[src/rtl/fifo_flex_pkg.sv]
// Shared helpers for fifo_flex: count width, wrapping pointer increment, default thresholds.
// Pure constants/functions; no state, no latency.
package fifo_pkg;

  localparam int DEF_WIDTH    = 64;
  localparam int DEF_DEPTH    = 16;
  localparam int DEF_AE_LEVEL = 1;

  // almost_full defaults to one below full
  function automatic int def_af_level(input int depth);
    return depth - 1;
  endfunction

  function automatic int count_w(input int depth);
    return $clog2(depth + 1);
  endfunction

  function automatic int ptr_w(input int depth);
    return (depth > 1) ? $clog2(depth) : 1;
  endfunction

  // Wrap explicitly at depth-1 so non power-of-two depths work
  function automatic int ptr_inc(input int ptr, input int depth);
    return (ptr >= depth - 1) ? 0 : ptr + 1;
  endfunction

endpackage

[src/rtl/fifo_flex_if.sv]
// Write/read handshake, status and error bundle of fifo_flex.
// master = producer/consumer side, slave = the FIFO.
interface fifo_flex_if
  import fifo_pkg::*;
#(
  parameter int WIDTH = DEF_WIDTH,
  parameter int DEPTH = DEF_DEPTH
);

  localparam int CW = count_w(DEPTH);

  logic             w_valid;
  logic [WIDTH-1:0] data_in;
  logic             r_ready;
  logic             err_clr;
  logic [WIDTH-1:0] data_out;
  logic             rd_valid;
  logic             fifo_full;
  logic             fifo_empty;
  logic             almost_full;
  logic             almost_empty;
  logic [CW-1:0]    fifo_count;
  logic             overflow;
  logic             underflow;

  modport master (
    output w_valid, data_in, r_ready, err_clr,
    input  data_out, rd_valid, fifo_full, fifo_empty, almost_full,
           almost_empty, fifo_count, overflow, underflow
  );

  modport slave (
    input  w_valid, data_in, r_ready, err_clr,
    output data_out, rd_valid, fifo_full, fifo_empty, almost_full,
           almost_empty, fifo_count, overflow, underflow
  );

endinterface

[src/rtl/fifo_flex_ram.sv]
// WIDTH x DEPTH storage: one synchronous write port, one asynchronous read port.
// Write visible on the read port the cycle after the write edge; storage is never reset.
module fifo_ram
  import fifo_pkg::*;
#(
  parameter int WIDTH = DEF_WIDTH,
  parameter int DEPTH = DEF_DEPTH,
  parameter int PW    = ptr_w(DEPTH)
) (
  input  logic             clk,
  input  logic             we,
  input  logic [PW-1:0]    waddr,
  input  logic [WIDTH-1:0] wdata,
  input  logic [PW-1:0]    raddr,
  output logic [WIDTH-1:0] rdata
);

  logic [WIDTH-1:0] mem [DEPTH];

  always_ff @(posedge clk) begin
    if (we) begin
      mem[waddr] <= wdata;
    end
  end

  assign rdata = mem[raddr];

endmodule

[src/rtl/fifo_flex.sv]
// Synchronous FIFO, any depth, with count, thresholds and sticky errors; full drops writes, empty refuses reads.
// Read latency 1 (registered data_out, pulsed rd_valid), or 0 with FIFO_FWFT_EN (head word shown, rd_valid = !empty).
module fifo_flex
  import fifo_pkg::*;
#(
  parameter int WIDTH    = DEF_WIDTH,
  parameter int DEPTH    = DEF_DEPTH,
  parameter int AF_LEVEL = def_af_level(DEPTH),
  parameter int AE_LEVEL = DEF_AE_LEVEL
) (
  input  logic        clk,
  input  logic        rst,
  fifo_flex_if.slave  bus
);

  localparam int CW = count_w(DEPTH);
  localparam int PW = ptr_w(DEPTH);

  logic [PW-1:0]    wr_ptr_q, wr_ptr_d;
  logic [PW-1:0]    rd_ptr_q, rd_ptr_d;
  logic [CW-1:0]    count_q, count_d;
  logic             overflow_q, overflow_d;
  logic             underflow_q, underflow_d;
  logic             full, empty;
  logic             wr_en, rd_en;
  logic [WIDTH-1:0] ram_rdata;

  // Every flag and both accept decisions use the start-of-cycle count
  assign full  = (count_q == CW'(DEPTH));
  assign empty = (count_q == '0);
  assign wr_en = bus.w_valid && !full;
  assign rd_en = bus.r_ready && !empty;

  fifo_ram #(
    .WIDTH (WIDTH),
    .DEPTH (DEPTH),
    .PW    (PW)
  ) u_ram (
    .clk   (clk),
    .we    (wr_en),
    .waddr (wr_ptr_q),
    .wdata (bus.data_in),
    .raddr (rd_ptr_q),
    .rdata (ram_rdata)
  );

  always_comb begin
    wr_ptr_d    = wr_ptr_q;
    rd_ptr_d    = rd_ptr_q;
    count_d     = count_q;
    overflow_d  = overflow_q;
    underflow_d = underflow_q;

    if (wr_en) begin
      wr_ptr_d = PW'(ptr_inc(int'(wr_ptr_q), DEPTH));
    end
    if (rd_en) begin
      rd_ptr_d = PW'(ptr_inc(int'(rd_ptr_q), DEPTH));
    end

    if (wr_en && !rd_en) begin
      count_d = count_q + CW'(1);
    end else if (!wr_en && rd_en) begin
      count_d = count_q - CW'(1);
    end

    // A new error event beats a coincident clear
    if (bus.w_valid && full) begin
      overflow_d = 1'b1;
    end else if (bus.err_clr) begin
      overflow_d = 1'b0;
    end
    if (bus.r_ready && empty) begin
      underflow_d = 1'b1;
    end else if (bus.err_clr) begin
      underflow_d = 1'b0;
    end
  end

`ifdef FIFO_FWFT_EN
  always_ff @(posedge clk or posedge rst) begin
    if (rst) begin
      wr_ptr_q    <= '0;
      rd_ptr_q    <= '0;
      count_q     <= '0;
      overflow_q  <= 1'b0;
      underflow_q <= 1'b0;
    end else begin
      wr_ptr_q    <= wr_ptr_d;
      rd_ptr_q    <= rd_ptr_d;
      count_q     <= count_d;
      overflow_q  <= overflow_d;
      underflow_q <= underflow_d;
    end
  end

  // Masked while empty so the unwritten/stale head never leaks out
  assign bus.data_out = empty ? '0 : ram_rdata;
  assign bus.rd_valid = !empty;
`else
  logic [WIDTH-1:0] data_out_q, data_out_d;
  logic             rd_valid_q, rd_valid_d;

  always_comb begin
    data_out_d = rd_en ? ram_rdata : data_out_q;
    rd_valid_d = rd_en;
  end

  always_ff @(posedge clk or posedge rst) begin
    if (rst) begin
      wr_ptr_q    <= '0;
      rd_ptr_q    <= '0;
      count_q     <= '0;
      overflow_q  <= 1'b0;
      underflow_q <= 1'b0;
      data_out_q  <= '0;
      rd_valid_q  <= 1'b0;
    end else begin
      wr_ptr_q    <= wr_ptr_d;
      rd_ptr_q    <= rd_ptr_d;
      count_q     <= count_d;
      overflow_q  <= overflow_d;
      underflow_q <= underflow_d;
      data_out_q  <= data_out_d;
      rd_valid_q  <= rd_valid_d;
    end
  end

  assign bus.data_out = data_out_q;
  assign bus.rd_valid = rd_valid_q;
`endif

  assign bus.fifo_full    = full;
  assign bus.fifo_empty   = empty;
  assign bus.almost_full  = (count_q >= CW'(AF_LEVEL));
  assign bus.almost_empty = (count_q <= CW'(AE_LEVEL));
  assign bus.fifo_count   = count_q;
  assign bus.overflow     = overflow_q;
  assign bus.underflow    = underflow_q;

endmodule

[src/flat_wrapper.sv]
// flat-port wrapper written by rule: the top's interface ports become plain ports
module fifo_flex_flat import fifo_pkg::*;
#(
  parameter int WIDTH    = DEF_WIDTH,
  parameter int DEPTH    = DEF_DEPTH,
  parameter int AF_LEVEL = def_af_level(DEPTH),
  parameter int AE_LEVEL = DEF_AE_LEVEL
)
  (clk, rst, bus_w_valid, bus_data_in, bus_r_ready, bus_err_clr, bus_data_out, bus_rd_valid, bus_fifo_full, bus_fifo_empty, bus_almost_full, bus_almost_empty, bus_fifo_count, bus_overflow, bus_underflow);
  fifo_flex_if #(.WIDTH(WIDTH), .DEPTH(DEPTH)) bus_i ();
  input  logic clk;
  input  logic rst;
  input wire logic [$bits(bus_i.w_valid)-1:0] bus_w_valid;
  input wire logic [$bits(bus_i.data_in)-1:0] bus_data_in;
  input wire logic [$bits(bus_i.r_ready)-1:0] bus_r_ready;
  input wire logic [$bits(bus_i.err_clr)-1:0] bus_err_clr;
  output wire logic [$bits(bus_i.data_out)-1:0] bus_data_out;
  output wire logic [$bits(bus_i.rd_valid)-1:0] bus_rd_valid;
  output wire logic [$bits(bus_i.fifo_full)-1:0] bus_fifo_full;
  output wire logic [$bits(bus_i.fifo_empty)-1:0] bus_fifo_empty;
  output wire logic [$bits(bus_i.almost_full)-1:0] bus_almost_full;
  output wire logic [$bits(bus_i.almost_empty)-1:0] bus_almost_empty;
  output wire logic [$bits(bus_i.fifo_count)-1:0] bus_fifo_count;
  output wire logic [$bits(bus_i.overflow)-1:0] bus_overflow;
  output wire logic [$bits(bus_i.underflow)-1:0] bus_underflow;
  assign bus_i.w_valid = bus_w_valid;
  assign bus_i.data_in = bus_data_in;
  assign bus_i.r_ready = bus_r_ready;
  assign bus_i.err_clr = bus_err_clr;
  assign bus_data_out = bus_i.data_out;
  assign bus_rd_valid = bus_i.rd_valid;
  assign bus_fifo_full = bus_i.fifo_full;
  assign bus_fifo_empty = bus_i.fifo_empty;
  assign bus_almost_full = bus_i.almost_full;
  assign bus_almost_empty = bus_i.almost_empty;
  assign bus_fifo_count = bus_i.fifo_count;
  assign bus_overflow = bus_i.overflow;
  assign bus_underflow = bus_i.underflow;
  fifo_flex #(.WIDTH(WIDTH), .DEPTH(DEPTH), .AF_LEVEL(AF_LEVEL), .AE_LEVEL(AE_LEVEL)) u_core (.clk(clk), .rst(rst), .bus(bus_i));
endmodule
[config.mk]
export PLATFORM = sky130hd
export DESIGN_NAME = fifo_flex_flat
export DESIGN_NICKNAME = d
export VERILOG_FILES = /design/src/rtl/fifo_flex_pkg.sv /design/src/rtl/fifo_flex_if.sv /design/src/rtl/fifo_flex_ram.sv /design/src/rtl/fifo_flex.sv /design/src/flat_wrapper.sv
export SDC_FILE = /design/constraint.sdc
export NUM_CORES = 1
export LEC_CHECK = 0
export CORE_MARGIN = 2
export CORE_UTILIZATION = 45
export DETAILED_ROUTE_END_ITERATION = 8
export GPL_ROUTABILITY_DRIVEN = 1
export PLACE_DENSITY = 0.6
export SKIP_CTS_REPAIR_TIMING = 1
export SYNTH_ARGS = -nofsm -noshare
export SYNTH_HDL_FRONTEND = slang
export SYNTH_HIERARCHICAL = 1
export SYNTH_SLANG_ARGS = --single-unit
[constraint.sdc]
create_clock -name clk -period 8.9 [get_ports clk]
set_clock_uncertainty 0.1 [all_clocks]
set_input_delay 1.78 -clock clk [delete_from_list [all_inputs] [get_ports clk]]
set_output_delay 1.78 -clock clk [all_outputs]
set_load 0.05 [all_outputs]
==> results of run 1 <==
## stage by stage
stage / power (mW) / setup slack, ns / util
after detailed placement: 11.5 / 3.62 / 0.485
after global placement: 11.4 / 3.74 / 0.485
after CTS: 16.1 / 4.28 / 0.524
after floorplan: 10.1 / 1.39 / -
final: 15.9 / 4.30 / 0.524
after global routing: 16.6 / 4.22 / 0.524
## flip-flops by register name, indices dropped and copies added, names as in the netlist
signal,cells
u_core/bus.data_out,64
u_core/bus.fifo_count,5
u_core/bus.overflow,1
u_core/bus.rd_valid,1
u_core/bus.underflow,1
u_core/rd_ptr_q,4
u_core/u_ram/mem,1024
u_core/wr_ptr_q,4
## logic make-up after synthesis
kind of cell | count (synthesis) | share of synthesized area
DFF | 1104 | 0.786
muxes | 325 | 0.158
AOI/OAI and AO/OA | 144 | 0.0255
and+or+nand+nor | 115 | 0.0125
buffers and inverters | 106 | 0.0141
adders and majority gates | 8 | 0.00240
xor gates and xnor gates | 6 | 0.00126
## area by class of cell
cell class	instances	share of cell area
clock buffers	153	0.0626
inverters	12	0.000990
repair buffers	170	0.0348
clock inverters	55	0.0129
multi-input cells	598	0.176
flip-flops and latches	1104	0.682
well taps	1186	0.0309
## synthesized netlist by cell type (all sizes together)
cell | number | area share
edfxtp | 1024 | 0.74
mux4 | 256 | 0.14
a22oi | 128 | 0.023
dfrtp | 80 | 0.048
nand2 | 71 | 0.0064
mux2 | 68 | 0.019
buf | 57 | 0.0096
clkbuf | 37 | 0.0033
nor2 | 18 | 0.0016
inv | 12 | 0.0011
ha | 8 | 0.0024
a21oi | 5 | 0.00060
nand2b | 4 | 0.00060
nor3 | 4 | 0.00048
nand3 | 3 | 0.00036
nor2b | 3 | 0.00045
o21ai | 3 | 0.00036
xnor2 | 3 | 0.00063
xor2 | 3 | 0.00063
a31oi | 2 | 0.00030
nand3b | 2 | 0.00036
nand4 | 2 | 0.00030
o31ai | 2 | 0.00036
o41ai | 2 | 0.00042
and2 | 1 | 0.00015
and3 | 1 | 0.00015
and4bb | 1 | 0.00030
mux2i | 1 | 0.00024
nor3b | 1 | 0.00018
nor4 | 1 | 0.00015
nor4b | 1 | 0.00057
o21bai | 1 | 0.00018
o2bb2ai | 1 | 0.00021
or3b | 1 | 0.00021
or4 | 1 | 0.00018
## report_power, final
group	total (mW)	internal (mW)	switching (mW)
sequential	6.69	6.34	0.349
combinational	4.63	1.97	2.65
clock	4.60	2.69	1.92
## final timing paths
path,start,end,slack [ns],cells past startpoint
setup / recovery,bus_w_valid,u_core/u_ram/mem[13][57],4.30,6
hold / removal,u_core/bus.data_out[38],u_core/bus.data_out[38],0.40,1
setup reg to reg,u_core/bus.fifo_count[0],u_core/u_ram/mem[13][57],4.72,8
hold reg to reg,u_core/bus.data_out[38],u_core/bus.data_out[38],0.40,1
max in group asynchronous,rst,u_core/bus.data_out[18],6.01,3
min in group asynchronous,rst,u_core/bus.fifo_count[0],1.45,2
## metal layers
layer	part of all wire	vias to the layer above	wire length (µm)	track usage
li1	-	8032	-	-
met1	0.44	10300	38500	0.272
met3	0.063	103	5560	0.0331
met4	0.015	8	1330	0.0437
met2	0.48	604	42500	0.302
met5	0.00061	-	54	0
## placed cells by master, fill, tap and decap left out, types with 2 or more instances in the layout
cell type           n
mux2_2             58
mux4_2            256
clkinv_2           15
buf_12              3
a22oi_1           128
dfrtp_1            78
o41ai_1             2
nor2b_4             2
clkinv_4            2
nand3_1             3
clkdlybuf4s50_1   144
clkbuf_16         112
nor2_4             13
nand2b_1            3
clkinv_1           18
clkinvlp_4          5
inv_16              3
clkbuf_1           36
nor3_2              4
nor2_1              5
o21ai_0             3
bufinv_16          11
xor2_1              3
a31oi_1             2
dfrtp_4             2
nand4_1             2
clkbuf_8            5
ha_1                8
edfxtp_1         1024
xnor2_1             3
nand2_1            71
a21oi_1             5
o31ai_1             2
inv_1              11
buf_4              23
mux2_4             10
nand3b_1            2
## worst max-delay path, stage by stage
cell	delay, ns
clkdlybuf4s50_1	0.53
nand2b_1	0.15
inv_1	0.20
nand3_1	0.33
nor2_4	0.90
buf_4	0.78
==> run metrics, run 1 <==
outcome=completed; ANT cells=0; maximum vdd ir drop=302 µV; Die X=308 µm; first-pass GRT wire length=132000 µm; CTS Buf Count=110; RSZ-0062 raised after global routing=false; Post-Synthesis Net Count=1885; Syn-to-layout area delta=15.4%; Max Slew Vio Count=0; CTS Sinks=1104; Worst setup EP type=register; period utilization=0.517; leakage power figure=between 15 and 20 nW; IO Pins=about 150; core box area=91700 µm²; largest net degree at the start of global routing=172; Hold Fails Final Rpt=0; Cells after Synth=1808; Post-Syn Area=41600 µm²; fin crit period=4.60 ns; Seq. cell area=32800 µm²; synth warn=6; clock root cell=clkbuf_16; number of synthesized register bits=1104; hold crit path type=register to register; register area share after synthesis=0.786; layout cell share with drive strength beyond 1=0.253; Syn Area/Cell=23.0 µm²; Multi-input gate area=between 8000 and 9000 µm²; Placed Cells=3070; chip height=308 µm; Final Cell Area=just under 50000 µm²; WP data required=9.09 ns; post-DR vias/cell=about 5.8; Initial DRC Count=1626; Distinct cells, synth=~40; WS Path Type=input pin to register; Slew @ Worst Pin=1.23 ns; DIE AREA=95000 µm²; GPL Wtd Cong=0.734; Avg WL per Cell=26.8 µm; total gr overflow=0; Detailed Place HPWL=44200 µm; DR vias=19000; PortBufs=between 100 and 150; Fill cells=7039; Final nets=2073; gr usage total=0.188; Max clock buf depth=3; worst-path fanout max=40; PwrDens=331 nW/µm²; DRT antenna net count=0; vias in the first global route=20300; # DRC=0; initial antenna violation count=5; Initial Util=0.454; Finished Layout Cells=approximately 3300; data arrival time of the critical path=between 4 and 5 ns; drt pass-1 iters=5; Final Setup Violations=0; clock-pin slew of the registers on the worst-case setup and hold paths=~0.06 ns; row cnt=111; fmax=around 220 MHz; Max-slew headroom=0.183; Worst Setup Start Kind=input pin; Detailed Route WL=about 88000 µm; worst skew pair latency=0.69 ns; CTS tree=built; Max-Cap Viols=0; setup TNS=0 ns; Placement Cell Area=approximately 44000 µm²; CTS H-tree lvls=3; hold slack=0.404 ns
No activity file was read; power rests on OpenSTA's default activity.
==> inputs of run 2 (changes only) <==
clock period = 4.7 ns   (was 8.9 ns; I/O delays follow)
==> run 2 against run 1 <==
Net effect:
- sequential share of layout area decreased by 0.51 points
- worst setup slack got worse by 3.4 ns
- sequential cell count unchanged
- final area increased by 0.75%
- routed wire length decreased by 1.0%
- first-iteration DRC count increased by 7.1%
- register-to-register slack got worse by 3.4 ns
- global-route usage decreased by 0.14 points
- non-clock buffer count increased by 22
- critical path depth decreased by 2
- die area unchanged
- highest routed layer unchanged
- largest power group unchanged
==> run metrics, run 2 (same netlist as run 1, synthesis figures left out) <==
period utilization=0.801; max reg flops=1024 (unchanged); gr usage total=0.187 (was 0.188); crit path from=u_core/bus.fifo_count[0] (was bus_w_valid); clock root cell=clkbuf_16 (unchanged); PwrDens=627 nW/µm² (was 331 nW/µm²); Max-slew headroom=0.247 (was 0.183); worst skew pair latency=0.68 ns (was 0.69 ns); Multi-input gate area=8480 µm² (was 8460 µm²); Max clock buf depth=3 (unchanged); WS Path Type=register to output pin (was input pin to register); total gr overflow=0 (unchanged); PortBufs=144 (unchanged); largest net degree at the start of global routing=78 (was 172); r2r startpoint=u_core/bus.fifo_count[0] (unchanged); ANT cells=0 (unchanged); first-pass GRT wire length=131000 µm (was 132000 µm); DIE AREA=95000 µm² (unchanged); Initial DRC Count=1742 (was 1626); vias in the first global route=20000 (was 20300); hold path start=u_core/bus.data_out[52] (was u_core/bus.data_out[38]); data arrival time of the critical path=2.72 ns (was 4.79 ns); DRT antenna net count=0 (unchanged); CTS tree=built (unchanged); Max-Cap Viols=0 (unchanged); row cnt=111 (unchanged); Final Cell Area=48400 µm² (was 48000 µm²); Initial Util=0.454 (unchanged); critical path cell sequence=inv_1, ha_1, nor4b_4, clkdlybuf4s50_1 (was clkdlybuf4s50_1, nand2b_1, inv_1, nand3_1, nor2_4, buf_4); # DRC=0 (unchanged); Finished Layout Cells=3299 (was 3278); CTS Buf Count=110 (unchanged); layout cell share with drive strength beyond 1=0.264 (was 0.253); Final Setup Violations=0 (unchanged); post-DR vias/cell=5.76 (was 5.80); initial antenna violation count=4 (was 5); CTS Sinks=1104 (unchanged); Die X=308 µm (unchanged); Tot Pwr=30.4 mW (was 15.9 mW); DR vias=19000 (about the same); commonest non-fill, non-tap cell in the layout=edfxtp_1 (unchanged); Fill cells=7005 (was 7039); Placed Cells=3092 (was 3070); core box area=91700 µm² (unchanged); Max Slew Vio Count=0 (unchanged); Slowest Stage Delay on Critical Path=0.88 ns (was 0.90 ns); GPL Wtd Cong=0.722 (was 0.734); fmax=266 MHz; hold slack=0.402 ns (was 0.404 ns); Seq. cell area=32800 µm² (unchanged); clock-pin slew of the registers on the worst-case setup and hold paths=0.06 ns (about the same); Slew @ Worst Pin=1.13 ns (was 1.23 ns); Hold Fails Final Rpt=0 (unchanged); chip height=308 µm (unchanged); setup TNS=0 ns (unchanged); CTS H-tree lvls=3 (unchanged); worst-path fanout max=8 (was 40); Avg WL per Cell=26.4 µm (was 26.8 µm); leading cell types in the layout, fill and taps excluded=edfxtp_1 (1024), mux4_2 (256), clkdlybuf4s50_1 (144), a22oi_1 (128), clkbuf_16 (111) (was edfxtp_1 (1024), mux4_2 (256), clkdlybuf4s50_1 (144), a22oi_1 (128), clkbuf_16 (112)); Biggest register=u_core/u_ram/mem (unchanged); Worst Setup Start Kind=register (was input pin); hold crit path type=register to register (unchanged); outcome=completed (unchanged); Placement Cell Area=44800 µm² (was 44400 µm²); IO Pins=145 (unchanged); fin crit period=3.76 ns; maximum vdd ir drop=413 µV (was 302 µV); WP data required=3.66 ns (was 9.09 ns); Syn-to-layout area delta=16.2% (was 15.4%); CP max-delay cell=clkdlybuf4s50_1 (was nor2_4); Final nets=2095 (was 2073); Detailed Route WL=87100 µm (was 88000 µm); RSZ-0062 raised after global routing=false (unchanged); Detailed Place HPWL=46200 µm (was 44200 µm); Worst setup EP type=output pin (was register); drt pass-1 iters=5 (unchanged); leakage power figure=15.6 nW (was 15.4 nW)
## run 2: worst max-delay path, delay by kind of cell (launching register included)
family / cells / cell delay (ns)
fa+ha+maj: 1 / 0.18
buf+inv: 2 / 1.03
flops: 1 / 0.47
simple gates: 1 / 0.37
## run 2: worst paths after layout
kind                                      endpoint  slack [ns]  cells after the start
hold / removal             u_core/bus.data_out[52]        0.40                      1
max in group asynchronous       u_core/rd_ptr_q[0]        2.86                      3
min in group asynchronous  u_core/bus.data_out[14]        0.69                      2
setup reg to reg            u_core/u_ram/mem[8][3]        1.28                      8
setup / recovery                    bus_fifo_empty        0.94                      4
hold reg to reg            u_core/bus.data_out[52]        0.40                      1
## run 2: final cells by class
class                      count  share of cell area
clock inverter                73              0.0155
multi-input combinational    598               0.175
clock buffer                 134              0.0596
sequential                  1104               0.677
timing repair buffer         192              0.0414
inverter                      12            0.000982
tap                         1186              0.0307
## run 2: power by group
group          switching, mW  internal [mW]  total, mW  leakage, nW
combinational           5.15           3.87       9.03         3.61
sequential             0.623           12.0       12.6         10.2
clock                   3.63           5.09       8.72         1.77
## run 2: per-stage QoR
| step | utilization | worst slack, ns |
|---|---|---|
| after floorplan | - | -0.988 |
| after global placement | 0.488 | 1.05 |
| after detailed placement | 0.488 | 1.02 |
| after CTS | 0.528 | 0.878 |
| after global routing | 0.528 | 0.809 |
| final | 0.528 | 0.936 |
## run 2: per-layer routing
layer  GRT usage  routed length, µm  vias up  share of wire
met5           0                 31        -        0.00036
met4      0.0436               1510        6          0.017
met3      0.0363               5510      124          0.063
met2       0.296              41700      542           0.48
met1       0.271              38300    10300           0.44
li1            -                  -     8071              -
